[config.mk]
export PLATFORM = sky130hd
export DESIGN_NAME = dtu_pmod_gpio
export DESIGN_NICKNAME = d
export VERILOG_FILES = /design/src/rtl/dtu_pmod_gpio.sv
export SDC_FILE = /design/constraint.sdc
export NUM_CORES = 1
export LEC_CHECK = 0
export ABC_AREA = 0
export CORE_ASPECT_RATIO = 2
export CORE_MARGIN = 10
export CORE_UTILIZATION = 46
export CTS_BUF_LIST = sky130_fd_sc_hd__clkbuf_4 sky130_fd_sc_hd__clkbuf_8
export DETAILED_ROUTE_END_ITERATION = 8
export HOLD_SLACK_MARGIN = 0.12
export PLACE_DENSITY_LB_ADDON = 0.25
export SLEW_MARGIN = 20
export SYNTH_ARGS = -nofsm -noshare
export SYNTH_HDL_FRONTEND = slang
export SYNTH_SLANG_ARGS = --single-unit
[constraint.sdc]
create_clock -name clk_in -period 5 [get_ports clk_in]
set_input_delay 1.5 -clock clk_in [delete_from_list [all_inputs] [get_ports clk_in]]
set_output_delay 1.5 -clock clk_in [all_outputs]
set_load 0.02 [all_outputs]
[src/rtl/dtu_pmod_gpio.sv]
// APB-controlled GPIO engine for the DTU PMOD pins: output/enable registers,
// synchronized inputs with per-pin rise/fall capture into a W1C status and a level IRQ.
module dtu_pmod_gpio #(
  parameter int WIDTH    = 16,
  parameter int ADDR_LSB = 2
) (
  input  logic             clk_in,
  input  logic             reset_int,
  input  logic [31:0]      PADDR,
  input  logic             PSEL,
  input  logic             PENABLE,
  input  logic             PWRITE,
  input  logic [31:0]      PWDATA,
  input  logic [3:0]       PSTRB,
  output logic [31:0]      PRDATA,
  output logic             PREADY,
  output logic             PSLVERR,
  input  logic             irq_en_2,
  output logic             irq_2,
  input  logic [WIDTH-1:0] pmod_gpi,
  output logic [WIDTH-1:0] pmod_gpo,
  output logic [WIDTH-1:0] pmod_gpio_oe
);

  typedef enum logic [1:0] {
    ST_IDLE,
    ST_ACCESS,
    ST_DONE
  } state_t;

  localparam logic [2:0] REG_OUT     = 3'd0;
  localparam logic [2:0] REG_OE      = 3'd1;
  localparam logic [2:0] REG_IN      = 3'd2;
  localparam logic [2:0] REG_RISE_EN = 3'd3;
  localparam logic [2:0] REG_FALL_EN = 3'd4;
  localparam logic [2:0] REG_STATUS  = 3'd5;
  localparam logic [2:0] REG_OUT_SET = 3'd6;
  localparam logic [2:0] REG_OUT_CLR = 3'd7;

  state_t state_q, state_d;

  logic [WIDTH-1:0] out_q, out_d;
  logic [WIDTH-1:0] oe_q, oe_d;
  logic [WIDTH-1:0] rise_en_q, rise_en_d;
  logic [WIDTH-1:0] fall_en_q, fall_en_d;
  logic [WIDTH-1:0] status_q, status_d;
  logic             irq_q;

  logic [WIDTH-1:0] sync1_q;
  logic [WIDTH-1:0] gpi_s_q;
  logic [WIDTH-1:0] gpi_d_q;

  logic [2:0]       reg_sel;
  logic             addr_err;
  logic             done_cycle;
  logic             wr_en;
  logic [31:0]      strb_mask;
  logic [WIDTH-1:0] wmask;
  logic [WIDTH-1:0] wbits;
  logic [WIDTH-1:0] rise_w;
  logic [WIDTH-1:0] fall_w;
  logic [WIDTH-1:0] edge_set;
  logic [WIDTH-1:0] w1c_bits;
  logic [31:0]      rdata;
  logic             unused_ok;

  assign reg_sel    = PADDR[ADDR_LSB+2:ADDR_LSB];
  assign addr_err   = |PADDR[31:ADDR_LSB+3];
  assign done_cycle = (state_q == ST_DONE);
  assign wr_en      = done_cycle & PSEL & PWRITE & ~addr_err;

  // One 8-bit lane per strobe; lanes beyond WIDTH simply fall off the slice below.
  generate
    for (genvar gi = 0; gi < 4; gi++) begin : g_strb
      assign strb_mask[8*gi +: 8] = {8{PSTRB[gi]}};
    end
  endgenerate

  assign wmask = strb_mask[WIDTH-1:0];
  assign wbits = PWDATA[WIDTH-1:0] & wmask;

  // Only low bits of address/data are meaningful; fold the rest here.
  assign unused_ok = ^{PADDR, PWDATA, strb_mask};

  // ---------------------------------------------------------------- APB FSM
  always_ff @(posedge clk_in or posedge reset_int) begin
    if (reset_int) begin
      state_q <= ST_IDLE;
    end else begin
      state_q <= state_d;
    end
  end

  always_comb begin
    state_d = state_q;
    case (state_q)
      ST_IDLE: begin
        if (PSEL && !PENABLE) begin
          state_d = ST_ACCESS;
        end
      end
      ST_ACCESS: begin
        // Master dropping PSEL abandons the transfer without side effects.
        state_d = PSEL ? ST_DONE : ST_IDLE;
      end
      ST_DONE: begin
        state_d = ST_IDLE;
      end
      default: begin
        state_d = ST_IDLE;
      end
    endcase
  end

  assign PREADY  = done_cycle;
  assign PSLVERR = done_cycle & addr_err;
  assign PRDATA  = (done_cycle && !PWRITE && !addr_err) ? rdata : 32'd0;

  always_comb begin
    rdata = 32'd0;
    case (reg_sel)
      REG_OUT:     rdata[WIDTH-1:0] = out_q;
      REG_OE:      rdata[WIDTH-1:0] = oe_q;
      REG_IN:      rdata[WIDTH-1:0] = gpi_s_q;
      REG_RISE_EN: rdata[WIDTH-1:0] = rise_en_q;
      REG_FALL_EN: rdata[WIDTH-1:0] = fall_en_q;
      REG_STATUS:  rdata[WIDTH-1:0] = status_q;
      default:     rdata = 32'd0;
    endcase
  end

  // ------------------------------------------------------- input sampling
  assign rise_w   = gpi_s_q & ~gpi_d_q;
  assign fall_w   = ~gpi_s_q & gpi_d_q;
  assign edge_set = (rise_w & rise_en_q) | (fall_w & fall_en_q);

  always_ff @(posedge clk_in or posedge reset_int) begin
    if (reset_int) begin
      sync1_q <= '0;
      gpi_s_q <= '0;
      gpi_d_q <= '0;
    end else begin
      sync1_q <= pmod_gpi;
      gpi_s_q <= sync1_q;
      gpi_d_q <= gpi_s_q;
    end
  end

  // ------------------------------------------------------- register file
  always_comb begin
    out_d     = out_q;
    oe_d      = oe_q;
    rise_en_d = rise_en_q;
    fall_en_d = fall_en_q;
    w1c_bits  = '0;
    if (wr_en) begin
      case (reg_sel)
        REG_OUT:     out_d     = (out_q & ~wmask) | wbits;
        REG_OE:      oe_d      = (oe_q & ~wmask) | wbits;
        REG_RISE_EN: rise_en_d = (rise_en_q & ~wmask) | wbits;
        REG_FALL_EN: fall_en_d = (fall_en_q & ~wmask) | wbits;
        REG_STATUS:  w1c_bits  = wbits;
        REG_OUT_SET: out_d     = out_q | wbits;
        REG_OUT_CLR: out_d     = out_q & ~wbits;
        default:     ;
      endcase
    end
    // New edges are OR-ed in after the clear so a coincident event is never lost.
    status_d = (status_q & ~w1c_bits) | edge_set;
  end

  always_ff @(posedge clk_in or posedge reset_int) begin
    if (reset_int) begin
      out_q     <= '0;
      oe_q      <= '0;
      rise_en_q <= '0;
      fall_en_q <= '0;
      status_q  <= '0;
      irq_q     <= 1'b0;
    end else begin
      out_q     <= out_d;
      oe_q      <= oe_d;
      rise_en_q <= rise_en_d;
      fall_en_q <= fall_en_d;
      status_q  <= status_d;
      irq_q     <= irq_en_2 & (|status_q);
    end
  end

  assign irq_2        = irq_q;
  assign pmod_gpo     = out_q;
  assign pmod_gpio_oe = oe_q;

endmodule
=== Yosys cells after proc, flatten, opt, wreduce, memory -nomap -nowiden ===
Index checks and enable logic that the tools add are counted.

* Bits in writable memories: 0
* ROM bits: 0
* Output and inout bits: 67
* Register bits after elaboration: 131
* Memories kept: 0
* Input bits: 90
* Logic and storage cells: 72
* Bits in latches: 0

* Muxes and demuxes: 8
* Equality and inequality tests: 10
* Reductions and logical operators: 15
* Bitwise gates (word level): 29
* Shift-type cells: 0
* Order comparisons: 0
* Add/sub/neg operators: 0
* Div/mod/pow operators: 0
* $mul: 0

{| class="wikitable"
|+ Operators by type and width
! operator !! count
|-
| $and A16 B16 Y16 || 11
|-
| $or A16 B16 Y16 || 7
|-
| $pmux W16 S6 || 1
|-
| $not A16 Y16 || 5
|-
| $mux W16 || 3
|-
| $pmux W16 S3 || 1
|-
| $reduce_or A27 Y1 || 1
|-
| $reduce_or A16 Y1 || 1
|-
| $eq A3 B3 Y1 const B || 4
|-
| $reduce_and A2 Y1 || 4
|-
| $eq A3 B2 Y1 const B || 2
|-
| $and A1 B1 Y1 || 5
|-
| $mux W2 || 2
|-
| $pmux W2 S2 || 1
|-
| $eq A3 B1 Y1 const B || 1
|-
| $logic_and A1 B1 Y1 || 3
|-
| $logic_not A1 Y1 || 3
|-
| $logic_not A3 Y1 || 1
|-
| $reduce_bool A3 Y1 || 1
|-
| $eq A2 B1 Y1 const B || 1
|-
| $eq A2 B2 Y1 const B || 1
|-
| $logic_not A2 Y1 || 1
|-
| $ne A2 B2 Y1 const B || 1
|-
| $not A1 Y1 || 1
|}

=== Logic depth before layout (Yosys ltp) ===
Gate-level depths: netlist (run 1).

* Depth after elaboration: 8
* Gate-level depth with buffers: 7
* Mapped depth without buffers: 4

=== Least setup slack after synthesis (run 1) ===
OpenSTA, ideal clock, no wires.

* Kind: in2out
* From: in PADDR[15]
* To: out PRDATA[10]
* Stages on the path: 6
* Setup slack: 0.458 ns
* Required time: 3.500 ns
* Path buffers: 2
* Arrival time: 3.042 ns
* Cells stage by stage: nor4_1 nand4_1 buf_4 nor4_2 clkbuf_1 and2_1

* Longest elaborated chain between the ends: 4

{| class="wikitable"
|+ RTL lines
! item !! RTL line !! source
|-
| start: declaration || 9 || <nowiki>input logic [31:0] PADDR,</nowiki>
|-
| $reduce_or A27 Y1 || 68 || <nowiki>assign addr_err = |PADDR[31:ADDR_LSB+3];</nowiki>
|-
| $logic_not A1 Y1 || 117 || <nowiki>assign PRDATA = (done_cycle && !PWRITE && !addr_err) ? rdata : 32'd0;</nowiki>
|-
| $logic_and A1 B1 Y1 || 117 ||
|-
| $mux W16 || 117 ||
|-
| end: declaration || 15 || <nowiki>output logic [31:0] PRDATA,</nowiki>
|}

No other way between the ends.

=== Final worst setup path (run 1) ===
* From: in PADDR[31]
* To: out PRDATA[8]

Same word-level chain as after synthesis.

==> results of run 1 <==
[where the power goes]
group          leakage [nW]  total [mW]  internal (mW)  switching [mW]
Combinational          1.89       0.275          0.132           0.143
Clock                 0.194       0.919          0.495           0.424
Sequential             1.65        1.11           1.09          0.0235
Total                  3.74        2.31           1.72           0.591
[path summary, 6_finish.rpt]
path                                     end  slack, ps  depth (start not counted)
worst max register to register     flip-flop       2490                          4
worst max-delay path               PRDATA[8]         60                          9
max in group asynchronous       status_q[14]       2550                          3
worst min-delay path             gpi_s_q[11]        350                          0
min in group asynchronous        sync1_q[12]       1550                          2
worst min register to register   gpi_s_q[11]        350                          0
[kinds of logic (layout without fill, tap and decap cells)]
group / after synthesis / after routing / synth area share, %
mux: 78 / 78 / 14.1
simple gates: 138 / 138 / 14.3
buf+inv: 87 / 237 / 6.39
flops: 131 / 131 / 51.6
other cells: 1 / 16 / 0.0591
compound gates: 120 / 120 / 13.5
[repair_timing]
action,CTS,global route
gates cloned,1,0
gates resized for setup,59,41
setup endpoints to repair,17,16
buffers inserted,3,2
pin swaps,3,4
[cell type report]
type | instances | area (um2)
fillers | 1093 | 5140
flip-flops and latches | 131 | 3280
multi-input cells | 352 | 2790
repair buffers | 169 | 1570
clock buffers | 18 | 241
well taps | 155 | 194
clock inverters | 13 | 161
inverters | 37 | 141
[worst max-delay path: stages]
cell             delay (ps)
clkdlybuf4s50_1         420
nor4_2                  330
nand4_1                 140
buf_4                   180
nor4_4                  290
buf_4                   180
buf_6                   120
and2_1                  120
buf_2                   170
[cell usage after synthesis (all sizes together), types with 16 or more instances]
cell	instances	share of area [%]
dfrtp	131	52
mux2	70	12
inv	37	2.2
buf	30	3.0
o31ai	22	2.6
a22oi	21	2.5
clkbuf	20	1.2
nor4	20	3.4
a31oi	18	1.8
nand3	17	1.3
o22ai	17	1.7
o21ai	16	1.3
[through the flow]
| step | util (%) | instances | cell area, um2 |
|---|---|---|---|
| 4_1_cts | 61.6 | 874 | 8320 |
| 6_report | 62.0 | 875 | 8380 |
| 3_3_place_gp | 58.4 | 839 | 7890 |
| 2_1_floorplan | - | 570 | 6400 |
| 5_1_grt | 62.0 | 875 | 8380 |
| 3_5_place_dp | 58.4 | 839 | 7890 |
[layer usage]
layer | GRT usage (%) | up-vias
met3 | 5.87 | 52
met2 | 38.4 | 205
met4 | 10.3 | 0
met5 | 0 | -
li1 | - | 2351
met1 | 22.1 | 2645
==> reports/results.ini, run 1 <==
[outcome]
outcome=finished clean

[timing]
rsz0062_at_grt=yes
post-route-min-period_ps=4940
clock.fmax_mhz=202
maxSlewViolCount=0
finalHoldViolCount=0
whs_ps=352
fin_skew_ps=10.8
fin_crit_sh_pct=98.8
tightest_slew_ps=886
setup_viol=0
fin_ws_ps=58.1
fin_tns_setup_ps=0
maxSlewHeadroom_pct=40.5

[layout]
final_common_cell=dfrtp_1
drive_above_1_share_pct=25.6
final_nets=798
antenna_cells=0
area_delta_synth_final_pct=32.0
layout_common_cells=dfrtp_1, clkdlybuf4s50_1, mux2_2

[clock_tree]
cts.sinks=131
numCtsBuffers=17
cts_hold_buf=0
clk-insertion-delay-late_ps=440
cts_tree=yes
cts-htree-levels=4
root_buffer=clkbuf_8
clockBufferDepth=2
clkTransAtPathRegs_ps=80

[synthesis]
synth_cell_types=47
synth_edf_count=0
synthArstFlopShare_pct=100
avgSynthCellArea_um2=11.4
syn-cell-area_um2=6350
syn_inst=555
ys_ff_latch=131
ys_warn_count=0
yosysSeqAreaShare_pct=51.6
synth_ff_type=dfrtp_1

[global_routing]
grt_remaining_overflow=0
grt_pass1_wl_mm=31.2
track_usage_pct=21.5
grt_max_degree=72
first_global_vias=5645
antenna_found_initial=0

[critical_path]
cp-startpoint=PADDR[31]
crit_fanout=5
critPathLaunchType=primary input
cp.arrival_ps=3440
r2r_start=state_q[0]
cp_data_required_time_ps=3500
endpoint_kind=primary output
path_class=primary input to primary output

[drt]
wl_met1_mm=6.89
top_layer=met4
drc=0
dr.pass1.iters=5
wl_met3_mm=1.28
ant_nets=0
vias=5253
avgRoutedWirePerCell_um=22.8
vias_per_cell=6.00
route.met2.wl_mm=11.1
dr.first_iter.drc_count=288
finalWirelength_mm=20.0

[die]
die_area_um2=19200
die_w_um=103
core_area_um2=13500
initial_core_util_pct=47.0
row_count=60
ios=157
fp.dieH_um=186

[pwr]
power_mw=2.31
p_leak_nw=3.74
ir_drop_uv=275
power_density_nw_per_um2=276

[placement]
gp_congestion=0.891
dp_hpwl_mm=14.3
numPortBuffers=120
dp_worst_setup_slack_ps=-374

[min_path]
hold_start=sync1_q[11]
min_path_type=flip-flop to flip-flop

[run]
maxCapViolations=0

Note: power is estimated with default switching activity, not from simulation.
==> run 2, diff against run 1 <==
--- a/config.mk
+++ b/config.mk
@@ -10,6 +10,7 @@
 export CORE_MARGIN = 10
 export CORE_UTILIZATION = 46
 export CTS_BUF_LIST = sky130_fd_sc_hd__clkbuf_4 sky130_fd_sc_hd__clkbuf_8
+export CTS_CLUSTER_SIZE = 30
 export DETAILED_ROUTE_END_ITERATION = 8
 export HOLD_SLACK_MARGIN = 0.12
 export PLACE_DENSITY_LB_ADDON = 0.25
==> constraint.sdc (replaced) <==
create_clock -name clk_in -period 5 [get_ports clk_in]
set_input_delay 0.75 -clock clk_in [delete_from_list [all_inputs] [get_ports clk_in]]
set_output_delay 0.75 -clock clk_in [all_outputs]
set_load 0.02 [all_outputs]
==> run 2 against run 1 <==
Register-to-register slack worse by 120 ps. Count of clock-buffer cells in the layout up 1. Combinational power down 9.1%. Sequential cell count unchanged. Via count down 3.3%. Critical endpoint unchanged.
==> reports/results.ini, run 2 (synthesis results as in run 1) <==
[pwr]
power_density_nw_per_um2=289  ; was 276 nW/um2
ir_drop_uv=208  ; was 275 uV
p_leak_nw=3.50  ; was 3.74 nW

[drt]
avgRoutedWirePerCell_um=22.8  ; about the same
dr.pass1.iters=7  ; was 5
dr.first_iter.drc_count=306  ; was 288
finalWirelength_mm=19.2  ; was 20.0 mm
vias=5082  ; was 5253
drc=0  ; unchanged
ant_nets=0  ; unchanged
vias_per_cell=6.04  ; was 6.00

[critical_path]
crit_cells=6  ; was 9
path_class=primary input to primary output  ; unchanged
cp_data_required_time_ps=4250  ; was 3500 ps
cp.arrival_ps=3420  ; was 3440 ps
critPathLaunchType=primary input  ; unchanged
r2r_cells=5  ; was 4
worstPathCellList=clkdlybuf4s50_1 > and2_0 > a22oi_1 > o221ai_1 > and2_1 > clkdlybuf4s50_1  ; was clkdlybuf4s50_1 > nor4_2 > nand4_1 > buf_4 > nor4_4 > buf_4 > buf_6 > and2_1 > buf_2
cp_slowest_cell=clkdlybuf4s50_1  ; unchanged
cpMostUsedCell=clkdlybuf4s50_1  ; was buf_4
crit_family=buffers and inverters  ; unchanged
endpoint_kind=primary output  ; unchanged
path_buf_inv=2  ; was 5
crit_fanout=14  ; was 5
cpPeakStageDelay_ps=920  ; was 420 ps

[placement]
numPortBuffers=120  ; unchanged
place_area_um2=7640  ; was 7890 um2
dp_hpwl_mm=13.8  ; was 14.3 mm
gp_congestion=0.875  ; was 0.891

[timing]
fin_crit_sh_pct=83.3  ; was 98.8%
whs_ps=350  ; was 352 ps
setup_viol=0  ; unchanged
tightest_slew_ps=973  ; was 886 ps
fin_skew_ps=9.29  ; was 10.8 ps
maxSlewHeadroom_pct=34.6  ; was 40.5%
post-route-min-period_ps=4170  ; was 4940 ps
maxSlewViolCount=0  ; unchanged
finalHoldViolCount=0  ; unchanged
clock.fmax_mhz=240  ; was 202 MHz
fin_tns_setup_ps=0  ; unchanged
rsz0062_at_grt=no  ; was yes

[global_routing]
first_global_vias=5564  ; was 5645
antenna_found_initial=0  ; unchanged
grt_remaining_overflow=0  ; unchanged
grt_max_degree=77  ; was 72
track_usage_pct=20.6  ; was 21.5%
grt_pass1_wl_mm=30.0  ; was 31.2 mm

[die]
core_area_um2=13500  ; unchanged
initial_core_util_pct=47.0  ; unchanged
row_count=60  ; unchanged
fp.dieH_um=186  ; unchanged
die_w_um=103  ; unchanged
ios=157  ; unchanged
die_area_um2=19200  ; unchanged

[outcome]
outcome=finished clean  ; unchanged

[layout]
layout_common_cells=dfrtp_1, clkdlybuf4s50_1, mux2_2  ; unchanged
fin_area_um2=8070  ; was 8380 um2
fill_cells=1098  ; was 1093
drive_above_1_share_pct=18.4  ; was 25.6%
antenna_cells=0  ; unchanged
area_delta_synth_final_pct=27.2  ; was 32.0%
final_common_cell=dfrtp_1  ; unchanged
final_nets=763  ; was 798

[clock_tree]
clockBufferDepth=2  ; unchanged
post_cts_resized=0  ; was 59
numCtsBuffers=17  ; unchanged
clk-insertion-delay-late_ps=440  ; about the same
cts-htree-levels=4  ; unchanged
cts_setup_buffers=0  ; was 3
cts.sinks=131  ; unchanged
cts_tree=yes  ; unchanged
clkTransAtPathRegs_ps=80  ; about the same
root_buffer=clkbuf_8  ; unchanged
cts_hold_buf=0  ; unchanged

[min_path]
min_path_type=flip-flop to flip-flop  ; unchanged
min_path_cells=0  ; unchanged

[run]
maxCapViolations=0  ; unchanged

==> run 2: cell count changes in the layout (fill, tap and decap cells not counted), sizes merged <==
| cell | change |
|---|---|
| clkdlybuf4s50 | +17 |
| clkbuf | +1 |
| buf | -51 |
| dlygate4sd2 | -1 |
| inv | +3 |
| clkinv | -3 |
==> run 2: final timing paths <==
check / from / to / slack (ps)
min in group asynchronous: reset_int / sync1_q[15] / 860
worst max-delay path: PADDR[3] / PRDATA[8] / 830
worst min-delay path: sync1_q[12] / gpi_s_q[12] / 350
worst min register to register: sync1_q[12] / gpi_s_q[12] / 350
worst max register to register: state_q[0] / flip-flop / 2370
max in group asynchronous: reset_int / gpi_d_q[15] / 3180
==> run 2: routing by layer <==
| layer | global-route usage [%] | routed length [um] | vias up | share of wire (%) |
|---|---|---|---|---|
| met5 | 0 | 0 | - | 0 |
| met4 | 10.2 | 664 | 0 | 3.5 |
| met3 | 5.91 | 1250 | 48 | 6.5 |
| met2 | 37.1 | 10800 | 211 | 56 |
| met1 | 20.9 | 6520 | 2539 | 34 |
| li1 | - | - | 2284 | - |
==> run 2: stage by stage <==
stage / std cells / worst slack, ps / util [%] / total power, mW
detailed placement: 809 / 916 / 56.5 / 1.39
global placement: 809 / 862 / 56.5 / 1.38
finish: 841 / 833 / 59.8 / 2.34
CTS: 841 / 903 / 59.8 / 2.36
global route: 841 / 716 / 59.8 / 2.43
floorplan: 570 / 752 / - / 1.26
==> run 2: layout make-up <==
class	count	area [um2]	area share (%)
multi-input cells	352	2730	33.8
clock buffers	19	262	3.24
well taps	155	194	2.40
flip-flops and latches	131	3280	40.6
repair buffers	134	1300	16.1
clock inverters	13	173	2.14
inverters	37	141	1.75
==> run 2: power by group <==
group / leakage, nW / switching [mW] / internal [mW]
Combinational: 1.64 / 0.135 / 0.115
Sequential: 1.65 / 0.0250 / 1.09
Clock: 0.206 / 0.445 / 0.527
Total: 3.50 / 0.605 / 1.73
==> run 3, diff against run 2 <==
--- a/config.mk
+++ b/config.mk
@@ -8,7 +8,7 @@
 export ABC_AREA = 0
 export CORE_ASPECT_RATIO = 2
 export CORE_MARGIN = 10
-export CORE_UTILIZATION = 46
+export CORE_UTILIZATION = 50
 export CTS_BUF_LIST = sky130_fd_sc_hd__clkbuf_4 sky130_fd_sc_hd__clkbuf_8
 export CTS_CLUSTER_SIZE = 30
 export DETAILED_ROUTE_END_ITERATION = 8
==> constraint.sdc (replaced) <==
create_clock -name clk_in -period 4.2 [get_ports clk_in]
set_input_delay 0.63 -clock clk_in [delete_from_list [all_inputs] [get_ports clk_in]]
set_output_delay 0.63 -clock clk_in [all_outputs]
set_load 0.02 [all_outputs]
==> run 3 against run 2 <==
Combinational power is 21% higher. Largest cell class unchanged. First-iteration DRC count is 3.3% lower. Wire length grew 0.13%. Critical endpoint is now PRDATA[11]. Worst hold slack worse by 2.5 ps. Clock skew about the same.
==> reports/results.ini, run 3 (synthesis results as in run 1) <==
[placement]
placed_cells=812  ; was 809
gp_congestion=0.889  ; was 0.875
numPortBuffers=120  ; unchanged
dp_hpwl_mm=14.0  ; was 13.8 mm

[critical_path]
cp_data_required_time_ps=3570  ; was 4250 ps
cpMostUsedCell=clkdlybuf4s50_1  ; unchanged
critPathLaunchType=primary input  ; unchanged
worstPathCellList=clkdlybuf4s50_1 > nor4_1 > nand4_1 > nor4_2 > buf_4 > nor2b_1 > clkdlybuf4s50_1  ; was clkdlybuf4s50_1 > and2_0 > a22oi_1 > o221ai_1 > and2_1 > clkdlybuf4s50_1
r2r_cells=5  ; unchanged
crit_fanout=16  ; was 14
cpPeakStageDelay_ps=640  ; was 920 ps
endpoint_kind=primary output  ; unchanged
cp_slowest_cell=clkdlybuf4s50_1  ; unchanged
cp.arrival_ps=3070  ; was 3420 ps
path_class=primary input to primary output  ; unchanged

[drt]
drc=0  ; unchanged
dr.first_iter.drc_count=296  ; was 306
vias_per_cell=6.09  ; was 6.04
finalWirelength_mm=19.2  ; about the same
dr.pass1.iters=5  ; was 7
avgRoutedWirePerCell_um=22.8  ; about the same
ant_nets=0  ; unchanged
vias=5142  ; was 5082

[outcome]
outcome=finished clean  ; unchanged

[layout]
area_delta_synth_final_pct=28.1  ; was 27.2%
antenna_cells=0  ; unchanged
layout_common_cells=dfrtp_1, clkdlybuf4s50_1, mux2_2  ; unchanged
fill_cells=992  ; was 1098
final_common_cell=dfrtp_1  ; unchanged
multi_input_area_um2=2730  ; unchanged
seq_area_um2=3280  ; unchanged
drive_above_1_share_pct=19.3  ; was 18.4%
stdcell_count=844  ; was 841
final_nets=771  ; was 763

[timing]
fin_crit_sh_pct=88.0
rsz0062_at_grt=no  ; unchanged
maxSlewViolCount=0  ; unchanged
fin_tns_setup_ps=0  ; unchanged
setup_viol=0  ; unchanged
maxSlewHeadroom_pct=43.9  ; was 34.6%
clock.fmax_mhz=271
post-route-min-period_ps=3700
finalHoldViolCount=0  ; unchanged
tightest_slew_ps=836  ; was 973 ps
fin_skew_ps=9.40  ; was 9.29 ps

[clock_tree]
clockBufferDepth=2  ; unchanged
post_cts_resized=0  ; unchanged
root_buffer=clkbuf_8  ; unchanged
cts-htree-levels=4  ; unchanged
clkTransAtPathRegs_ps=80  ; about the same
cts.sinks=131  ; unchanged
cts_tree=yes  ; unchanged
numCtsBuffers=17  ; unchanged
cts_hold_buf=0  ; unchanged
clk-insertion-delay-late_ps=440  ; about the same
cts_setup_buffers=0  ; unchanged

[die]
fp.dieH_um=179  ; was 186 um
ios=157  ; unchanged
row_count=58  ; was 60
die_area_um2=17900  ; was 19200 um2
initial_core_util_pct=50.9  ; was 47.0%
core_area_um2=12500  ; was 13500 um2
die_w_um=99.7  ; was 103 um

[pwr]
internal-power_mw=2.05  ; was 1.73 mW
power_density_nw_per_um2=339  ; was 289 nW/um2
swShare_pct=25.7  ; was 25.9%
comb_power_share_pct=11.0  ; was 10.7%
switchingPower_mw=0.710  ; was 0.605 mW
ir_drop_uv=284  ; was 208 uV
power_frac_clock_pct=40.9  ; was 41.6%
p_leak_nw=3.55  ; was 3.50 nW
power_frac_seq_pct=48.1  ; was 47.7%

[run]
maxCapViolations=0  ; unchanged

[global_routing]
first_global_vias=5684  ; was 5564
grt_remaining_overflow=0  ; unchanged
antenna_found_initial=0  ; unchanged
grt_pass1_wl_mm=30.4  ; was 30.0 mm
track_usage_pct=21.8  ; was 20.6%
grt_max_degree=50  ; was 77

[min_path]
min_path_type=flip-flop to flip-flop  ; unchanged
min_path_cells=0  ; unchanged

## run 3: cell count changes in the layout (fill, tap and decap cells not counted)
cell | before | now
buf_4 | 14 | 21
clkinv_2 | 0 | 2
clkinv_4 | 2 | 4
clkinvlp_4 | 4 | 2
buf_12 | 0 | 1
clkbuf_8 | 19 | 18
inv_6 | 4 | 3
## run 3: power by group through the flow
stage	sequential [mW]	combinational (mW)	clock, mW
final	1.33	0.303	1.13
after global routing	1.33	0.327	1.21
after CTS	1.33	0.304	1.15
after detailed placement	1.35	0.302	0
after global placement	1.35	0.295	0
after floorplan	1.36	0.143	0
## run 3: stage by stage
| stage | util, % | area (um2) | power, mW | worst slack (ps) | hold slack (ps) |
|---|---|---|---|---|---|
| after CTS | 65.1 | 8130 | 2.78 | 504 | 350 |
| after global placement | 61.7 | 7710 | 1.65 | 538 | 334 |
| after global routing | 65.1 | 8130 | 2.86 | 372 | 364 |
| after floorplan | - | 6400 | 1.50 | 72.3 | 331 |
| final | 65.1 | 8130 | 2.76 | 503 | 348 |
| after detailed placement | 61.7 | 7710 | 1.65 | 512 | 336 |
## run 3: layout make-up
type,count,share of cell area [%]
multi-input combinational,352,33.5
clock inverter,14,2.17
inverter,37,1.74
tap,150,2.31
timing repair buffer,142,16.9
clock buffer,18,3.05
sequential,131,40.3
## run 3: path summary, 6_finish.rpt
| kind | startpoint | to | slack (ps) |
|---|---|---|---|
| min in group asynchronous | reset_int | sync1_q[12] | 620 |
| hold / removal | sync1_q[8] | gpi_s_q[8] | 350 |
| max in group asynchronous | reset_int | pmod_gpo[8] | 2670 |
| setup reg to reg | state_q[0] | flip-flop | 1700 |
| setup / recovery | PADDR[18] | PRDATA[11] | 500 |
| hold reg to reg | sync1_q[8] | gpi_s_q[8] | 350 |
## run 3: critical path, delay by kind of cell
kind	cells	cell delay, ps
simple gates	4	1090
buf+inv	3	1340
## run 3: layer usage
metal / vias to the layer above / GRT usage [%] / share of wire [%]
li1: 2294 / - / -
met1: 2575 / 21.3 / 34
met2: 227 / 40.7 / 56
met3: 46 / 5.11 / 6.3
met4: 0 / 11.6 / 3.6
met5: - / 0 / 0
